## config.mk

```make
export PLATFORM = sky130hd
export DESIGN_NAME = async_sram_ctrl
export DESIGN_NICKNAME = d
export VERILOG_FILES = /design/src/rtl/async_sram_ctrl_pkg.sv /design/src/rtl/async_sram_wait_cnt.sv /design/src/rtl/async_sram_ctrl.sv
export SDC_FILE = /design/constraint.sdc
export NUM_CORES = 1
export LEC_CHECK = 0
export ABC_AREA = 1
export ABC_CLOCK_PERIOD_IN_PS = 1550
export CAP_MARGIN = 15
export CORE_ASPECT_RATIO = 0.9
export CORE_UTILIZATION = 45
export CTS_BUF_LIST = sky130_fd_sc_hd__clkbuf_8
export DETAILED_ROUTE_END_ITERATION = 16
export GPL_TIMING_DRIVEN = 0
export PLACE_DENSITY = 0.82
export REMOVE_ABC_BUFFERS = 1
export SETUP_SLACK_MARGIN = 0.2
export SYNTH_ARGS = -nofsm -noshare
export SYNTH_HDL_FRONTEND = slang
export SYNTH_SLANG_ARGS = --single-unit
export TNS_END_PERCENT = 100
```

## constraint.sdc

```tcl
create_clock -name clk_i -period 1.55 [get_ports clk_i]
set_clock_uncertainty 0.1 [all_clocks]
set_input_delay 0.31 -clock clk_i [delete_from_list [all_inputs] [get_ports clk_i]]
set_output_delay 0.31 -clock clk_i [all_outputs]
set_load 0.005 [all_outputs]
```

## src/rtl/async_sram_ctrl_pkg.sv

```systemverilog
// Shared types for the asynchronous SRAM controller: FSM state encoding and wait counter width.
// The TURN state exists only when ASYNC_SRAM_CTRL_TURNAROUND_EN is defined.
package async_sram_ctrl_pkg;

  localparam int CNT_WIDTH = 4;

  typedef enum logic [2:0] {
    IDLE,
    SETUP,
    STROBE,
    HOLD,
    RESP
`ifdef ASYNC_SRAM_CTRL_TURNAROUND_EN
    ,
    TURN
`endif
  } state_e;

endpackage

```

## src/rtl/async_sram_wait_cnt.sv

```systemverilog
// Strobe-width down counter: load a start value, count down to zero and stop there.
module async_sram_wait_cnt
  import async_sram_ctrl_pkg::*;
(
  input  logic                 i_clk,
  input  logic                 i_rst,
  input  logic                 i_load,
  input  logic [CNT_WIDTH-1:0] i_loadVal,
  input  logic                 i_dec,
  output logic                 o_zero
);

  logic [CNT_WIDTH-1:0] r_count;

  // Load wins over decrement; the count saturates at zero instead of wrapping.
  always_ff @(posedge i_clk) begin
    if (i_rst) begin
      r_count <= '0;
    end else if (i_load) begin
      r_count <= i_loadVal;
    end else if (i_dec && (r_count != '0)) begin
      r_count <= r_count - CNT_WIDTH'(1);
    end
  end

  assign o_zero = (r_count == '0);

endmodule

```

## src/rtl/async_sram_ctrl.sv

```systemverilog
// Request/response front end for an asynchronous SRAM with a SETUP / STROBE / HOLD access sequence.
// Optional macro ASYNC_SRAM_CTRL_TURNAROUND_EN adds a one-cycle TURN state after every read completion.
module async_sram_ctrl
  import async_sram_ctrl_pkg::*;
#(
  parameter int ADDR_WIDTH  = 8,
  parameter int DATA_WIDTH  = 8,
  parameter int WAIT_CYCLES = 2
) (
  input  logic                  clk_i,
  input  logic                  rst_i,
  input  logic                  req_valid_i,
  output logic                  req_ready_o,
  input  logic                  req_we_i,
  input  logic [ADDR_WIDTH-1:0] req_addr_i,
  input  logic [DATA_WIDTH-1:0] req_wdata_i,
  output logic                  rsp_valid_o,
  input  logic                  rsp_ready_i,
  output logic [DATA_WIDTH-1:0] rsp_rdata_o,
  output logic                  sram_cs_o,
  output logic                  sram_we_o,
  output logic                  sram_oe_o,
  output logic [ADDR_WIDTH-1:0] sram_addr_o,
  output logic [DATA_WIDTH-1:0] sram_data_o,
  output logic                  sram_data_oe_o,
  input  logic [DATA_WIDTH-1:0] sram_data_i
);

  localparam logic [CNT_WIDTH-1:0] LP_LOAD = CNT_WIDTH'(WAIT_CYCLES - 1);

  state_e                r_state;
  logic                  r_isWrite;
  logic                  r_reqReady;
  logic                  r_rspValid;
  logic [DATA_WIDTH-1:0] r_rspRdata;
  logic                  r_cs;
  logic                  r_we;
  logic                  r_oe;
  logic                  r_dataOe;
  logic [ADDR_WIDTH-1:0] r_addr;
  logic [DATA_WIDTH-1:0] r_wdata;

  logic w_cntLoad;
  logic w_cntDec;
  logic w_cntZero;

  // Counter is loaded while leaving SETUP, so it holds WAIT_CYCLES-1 in the first STROBE cycle.
  assign w_cntLoad = (r_state == SETUP);
  assign w_cntDec  = (r_state == STROBE);

  async_sram_wait_cnt u_waitCnt (
    .i_clk     (clk_i),
    .i_rst     (rst_i),
    .i_load    (w_cntLoad),
    .i_loadVal (LP_LOAD),
    .i_dec     (w_cntDec),
    .o_zero    (w_cntZero)
  );

  // All outputs are registered and change together with the state they belong to.
  always_ff @(posedge clk_i) begin
    if (rst_i) begin
      r_state    <= IDLE;
      r_isWrite  <= 1'b0;
      r_reqReady <= 1'b1;
      r_rspValid <= 1'b0;
      r_rspRdata <= '0;
      r_cs       <= 1'b0;
      r_we       <= 1'b0;
      r_oe       <= 1'b0;
      r_dataOe   <= 1'b0;
      r_addr     <= '0;
      r_wdata    <= '0;
    end else begin
      case (r_state)
        IDLE: begin
          if (req_valid_i) begin
            r_state    <= SETUP;
            r_reqReady <= 1'b0;
            r_isWrite  <= req_we_i;
            r_addr     <= req_addr_i;
            r_dataOe   <= req_we_i;
            if (req_we_i) begin
              r_wdata <= req_wdata_i;
            end
          end
        end
        SETUP: begin
          r_state <= STROBE;
          r_cs    <= 1'b1;
          r_we    <= r_isWrite;
          r_oe    <= !r_isWrite;
        end
        STROBE: begin
          if (w_cntZero) begin
            r_cs <= 1'b0;
            r_we <= 1'b0;
            r_oe <= 1'b0;
            if (r_isWrite) begin
              r_state <= HOLD;
            end else begin
              r_rspRdata <= sram_data_i;
              r_rspValid <= 1'b1;
              r_state    <= RESP;
            end
          end
        end
        HOLD: begin
          r_dataOe   <= 1'b0;
          r_reqReady <= 1'b1;
          r_state    <= IDLE;
        end
        RESP: begin
          if (rsp_ready_i) begin
            r_rspValid <= 1'b0;
`ifdef ASYNC_SRAM_CTRL_TURNAROUND_EN
            r_state    <= TURN;
`else
            r_reqReady <= 1'b1;
            r_state    <= IDLE;
`endif
          end
        end
`ifdef ASYNC_SRAM_CTRL_TURNAROUND_EN
        TURN: begin
          r_reqReady <= 1'b1;
          r_state    <= IDLE;
        end
`endif
        default: begin
          r_reqReady <= 1'b1;
          r_state    <= IDLE;
        end
      endcase
    end
  end

  assign req_ready_o    = r_reqReady;
  assign rsp_valid_o    = r_rspValid;
  assign rsp_rdata_o    = r_rspRdata;
  assign sram_cs_o      = r_cs;
  assign sram_we_o      = r_we;
  assign sram_oe_o      = r_oe;
  assign sram_addr_o    = r_addr;
  assign sram_data_o    = r_wdata;
  assign sram_data_oe_o = r_dataOe;

endmodule

```

# Yosys cells after proc, flatten, opt, wreduce, memory -nomap -nowiden
# Cells that the tools add are included.
classes:
  n_eq_ne: 8
  reduce_logical: 19
  n_lt_le_gt_ge: 0
  n_mul: 0
  n_shift: 0
  n_mux: 20
  n_addsub: 1
  n_bitwise: 2
  n_div: 0
ops:
  columns: ["cell", "n"]
  rows:
  - ["$mux 3", 4]
  - ["$pmux 3 s4", 1]
  - ["$reduce_and 3->1", 4]
  - ["$pmux 1 s2", 5]
  - ["$mux 1", 9]
  - ["$ne 2x2->1 const B", 4]
  - ["$reduce_bool 2->1", 4]
  - ["$eq 3x2->1 const B", 2]
  - ["$reduce_and 2->1", 3]
  - ["$logic_not 4->1", 1]
  - ["$reduce_and 4->1", 1]
  - ["$reduce_bool 4->1", 1]
  - ["$reduce_or 2->1", 2]
  - ["$sub 4x1->4 const B", 1]
  - ["$eq 3x1->1 const B", 1]
  - ["$eq 3x3->1 const B", 1]
  - ["$logic_not 3->1", 1]
  - ["$pmux 1 s3", 1]
  - ["$not 1->1", 2]
  - ["$logic_and 1x1->1", 1]
  - ["$logic_not 1->1", 1]
word_totals:
  elab_cells: 63
  mem_bits_rw: 0
  input_bits: 29
  register_bits: 38
  romBits: 0
  mem_count: 0
  out_inout_bits: 30
  latchBits: 0

# Depth between registers and ports, before layout
logic_depth:
  depth_word: 4
  depth_mapped: 9
  depth_no_buf: 9

# Cells and area by module
# From an unflattened synthesis, not the netlist that was laid out.
unflattened:
  hier_cells: 217
  area_unflattened_um2: 1625.3
by_module_without_submodules:
  columns: ["mod", "seq_area_each_um2", "area_each_um2", "cells_each", "instances"]
  rows:
  - ["async_sram_ctrl", 680.7, 1345.0, 171, 1]
  - ["async_sram_wait_cnt", 80.1, 280.3, 46, 1]

# Least setup slack after synthesis
# OpenSTA, ideal clock, no wires.
synth_path:
  path_type: "flip-flop to flip-flop"
  from: "register u_waitCnt.r_count[0]"
  to: "register u_waitCnt.r_count[0]"
  period_less_slack_ps: 1320
  n_path_buf: 0
  arrival_ps: 1090
  stages_incl_launch_ff: 9
  setup_ps: 130
  setup_slack_ps: 230
  t_required_ps: 1320
  path_cell_list: "dfxtp_1 -> inv_1 -> ha_1 -> nand3_1 -> inv_1 -> nor2_4 -> nor2_1 -> nor2_1 -> nor2_1"
synth_via:
  elab_chain_cells: 3
  elab_cells_between_ends: 6
  cone_classes: "add/sub: 1; mux: 2; reduce/logical: 3"
synth_lines:
  columns: ["item", "line_no", "rtl"]
  rows:
  - ["start, declared", "async_sram_wait_cnt.sv:13", "logic [CNT_WIDTH-1:0] r_count;"]
  - ["start signal, assigned", "async_sram_wait_cnt.sv:20", "r_count <= i_loadVal;"]
  - ["start signal, assigned", "async_sram_wait_cnt.sv:22", "r_count <= r_count - CNT_WIDTH'(1);"]
  - ["$sub 4x1->4 or $reduce_bool 4->1 (tied branches)", "async_sram_wait_cnt.sv:22, async_sram_wait_cnt.sv:21", null]
  - ["$mux 1 or $logic_and 1x1->1 (tied branches)", "async_sram_wait_cnt.sv:21", "end else if (i_dec && (r_count != '0)) begin"]
  - ["$mux 1 or $reduce_bool 2->1 (tied branches)", null, null]
# Parallel ways exist; a longest one is shown, timed or not. The select of a mux whose other input is x is not followed.
# A chain may end at the register's enable or synchronous reset.

# Worst setup path after layout
layout_path:
  from: "register u_waitCnt.r_count[1]"
  to: "register r_rspRdata[7] (netlist: rsp_rdata_o[7])"
layout_via:
  elab_chain_cells: 2
layout_lines:
  columns: ["item", "line_no", "rtl"]
  rows:
  - ["$logic_not 4->1", "async_sram_wait_cnt.sv:26", "assign o_zero = (r_count == '0);"]
  - ["$reduce_and 3->1 (no line)", null, null]
  - ["end signal, assigned", "async_sram_ctrl.sv:102", "r_rspRdata <= sram_data_i;"]
  - ["end, declared", "async_sram_ctrl.sv:35", "logic [DATA_WIDTH-1:0] r_rspRdata;"]
# Every way passes these cells.

==> impl_metrics.toml <==
[outcome]
status = "complete, no violations"

[yosys]
avgSynthCellArea_um2 = 7.80
ys_seq_area_share_pct = 49.8
synthCells = 196
syn_area_um2 = 1530
yosysWarnings = 0
ys_seq_elements = 38
synth_cell_type_count = 24

[power_and_ir_drop]
total_power_mw = 2.51
power_density_nw_per_um2 = 1080
power_frac_comb_pct = 27.0
p_int_mw = 1.77
max-vdd-ir-drop_v = 0.000786
p_leak_nw = 1.03
p_sw_uw = 745
pwr-share-seq_pct = 45.9
clockPowerShare_pct = 27.2
swShare_pct = 29.7

[setup_path]
crit_path_max_fanout = 6
cp_num_buf_inv = 1
crit_family = "simple AND/OR/NAND/NOR gates"
end_kind = "register"
critPathLaunch = "u_waitCnt.r_count[1]"
rr_worst_depth = 7
worst_path_max_delay_cell = "dfxtp_1"
cp.required_ns = 1.63
r2r_start = "u_waitCnt.r_count[1]"
max_stage_delay_ns = 0.31
cp.arrival_ns = 1.42
cp_cell_sequence = "inv_2 > ha_4 > nand3_4 > nor2_4 > nand2_4 > o21ai_2 > nor2_1"
cp.depth = 7
start_kind = "register"
crit_type = "register to register"

[detailed_routing]
drt-total-wl_mm = 3.59
wl_per_cell_um = 11.8
drc = 0
firstDrtPassIters = 4
vias = 1517
ant_nets = 0
routed_via_density = 4.99
drtIter0Drc = 59

[cells_and_area]
drive_gt1_share_pct = 19.5
stdcell_count = 304
diodes = 0
fillCellCount = 273
num-nets-final = 291
design_area_um2 = 2320
syn2layout_area_growth_pct = 51.9
multi_input_area_um2 = 742
postLayoutCoreUtil_pct = 74.0
seqCellArea_um2 = 776

[sta]
hold_viol = 0
rsz0062_at_grt = "true"
slew_headroom_pct = 72.6
final-setup-viol-count = 0
finalMaxSlewViolations = 0
fin_crit_ns = 1.33
setup_tns_ns = 0
tightest_slew_ns = 0.410
holdWs_ns = 0.324
max_freq_ghz = 0.750
fin_ws_ns = 0.216
fin_crit_sh_pct = 86.1

[placed_design]
pre_cts_ws_ns = -0.873
gp_congestion = 0.877
dp.cells = 289
portBuffers = 58
dpl.hpwl_mm = 2.38
place_area_um2 = 2130

[global_routing]
grt_pass1_wl_mm = 6.02
antenna_found_initial = 0
grt_max_degree = 26
grt_pass1_vias = 1457
grt.total_usage_pct = 21.2
overflow = 0

[clock_tree]
numCtsBuffers = 5
clk_latency_ns = 0.29
cts_max_level = 2
clk_path_buf_depth = 2
cts_tree = "yes"
clk_transition_reported_paths_ns = 0.07
clock_sink_count = 38
clock-root-buffer = "clkbuf_8"

[floorplan]
coreArea_um2 = 3140
rows = 19
fp.dieW_um = 63.4
ios = 59
die-area_um2 = 3640
start_util_pct = 48.7
die_y_um = 57.3

[hold_path]
whs_path_depth = 2
hold_class = "primary input to register"
min-delay-start = "rst_i"

[flow_run]
max_cap_violations = 0
power groups by stage:
stage | clock network (mW) | registers [mW] | logic [mW]
6_report | 0.682 | 1.15 | 0.677
3_3_place_gp | 0 | 1.16 | 0.615
5_1_grt | 0.739 | 1.17 | 0.749
4_1_cts | 0.697 | 1.15 | 0.653
2_1_floorplan | 0 | 1.17 | 0.310
3_5_place_dp | 0 | 1.17 | 0.628
flip-flops by register name, indices dropped and copies added (netlist names):
signal	count
req_ready_o	1
sram_addr_o	8
sram_data_o	8
sram_oe_o	1
sram_data_oe_o	1
u_waitCnt.r_count	4
rsp_rdata_o	8
sram_cs_o	1
r_isWrite	1
sram_we_o	1
r_state	3
rsp_valid_o	1
path summary, 6_finish.rpt:
path | end | slack (ns)
hold reg to reg | sram_we_o | 0.35
setup / recovery | rsp_rdata_o[7] | 0.22
setup reg to reg | rsp_rdata_o[7] | 0.22
hold / removal | sram_data_o[5] | 0.32
what timing repair did:
action / CTS / global route
pin swaps: 5 / 10
resized for setup: 61 / 15
gates cloned: 2 / 0
setup buffers: 3 / 2
hold buffers: 0 / 0
endpoints found under the setup margin: 68 / 36
synth_stat cells, drive strengths merged:
cell type | instances | area (um^2)
nand2 | 44 | 183
dfxtp | 38 | 761
nor2 | 28 | 130
a21oi | 25 | 133
nand3 | 19 | 110
inv | 15 | 56.3
o21ai | 10 | 50.1
clkbuf | 4 | 15.0
nand4 | 4 | 25.0
buf | 3 | 21.3
a31oi | 1 | 6.26
clkinv | 1 | 5.00
ha | 1 | 12.5
nand3b | 1 | 7.51
nor3 | 1 | 5.00
xor2 | 1 | 8.76
placed cells by master, fill, tap and decap left out:
| master | n |
|---|---|
| xor2_1 | 1 |
| nor2_4 | 4 |
| dfxtp_2 | 12 |
| nor2_1 | 24 |
| nand3_1 | 13 |
| a21oi_2 | 2 |
| nand3b_1 | 1 |
| nand4_1 | 4 |
| clkbuf_8 | 6 |
| clkdlybuf4s50_1 | 27 |
| nand3_4 | 2 |
| clkinv_4 | 1 |
| nand3_2 | 4 |
| clkinv_2 | 1 |
| a21oi_1 | 23 |
| nand2_1 | 41 |
| buf_4 | 5 |
| o21ai_2 | 2 |
| inv_8 | 1 |
| inv_2 | 3 |
| ha_4 | 1 |
| dlygate4sd2_1 | 30 |
| a31oi_1 | 1 |
| nor3_1 | 1 |
| clkinvlp_4 | 1 |
| inv_4 | 1 |
| clkbuf_4 | 1 |
| o21ai_1 | 5 |
| inv_1 | 11 |
| dfxtp_1 | 26 |
| o21ai_0 | 3 |
| nand2_4 | 4 |
per-layer routing:
layer | global-route usage [%] | routed length [um] | share of wire [%]
met5 | 0 | 0 | 0
met4 | 7.79 | 36 | 1.0
met3 | 7.00 | 275 | 7.7
met2 | 36.6 | 1650 | 46
met1 | 24.5 | 1630 | 45
final cells by class:
| class | instances | share of cell area (%) |
|---|---|---|
| repair buffers | 63 | 24.9 |
| inverters | 16 | 3.29 |
| repair inverters | 1 | 0.269 |
| clock inverters | 2 | 0.377 |
| clock buffers | 6 | 3.56 |
| well taps | 42 | 2.26 |
| flip-flops and latches | 38 | 33.4 |
| multi-input cells | 136 | 32.0 |
worst register-to-register path, delay by kind of cell (launching register included):
family	cells	cell delay, ns
adders and majority gates	1	0.15
AOI/OAI and AO/OA	1	0.15
DFF	1	0.31
buffers and inverters	1	0.08
and+or+nand+nor	4	0.43
kinds of logic (layout without fill, tap and decap cells):
| kind of cell | count (synthesis) | count (layout) | share of synthesized area [%] |
|---|---|---|---|
| XOR/XNOR | 1 | 1 | 0.573 |
| buffers and inverters | 23 | 88 | 6.38 |
| flip-flops | 38 | 38 | 49.8 |
| AND/OR/NAND/NOR | 97 | 98 | 30.1 |
| adder cells (fa/ha/maj) | 1 | 1 | 0.818 |
| AO/OA/AOI/OAI | 36 | 36 | 12.4 |
(Power assumes the default switching activity.)
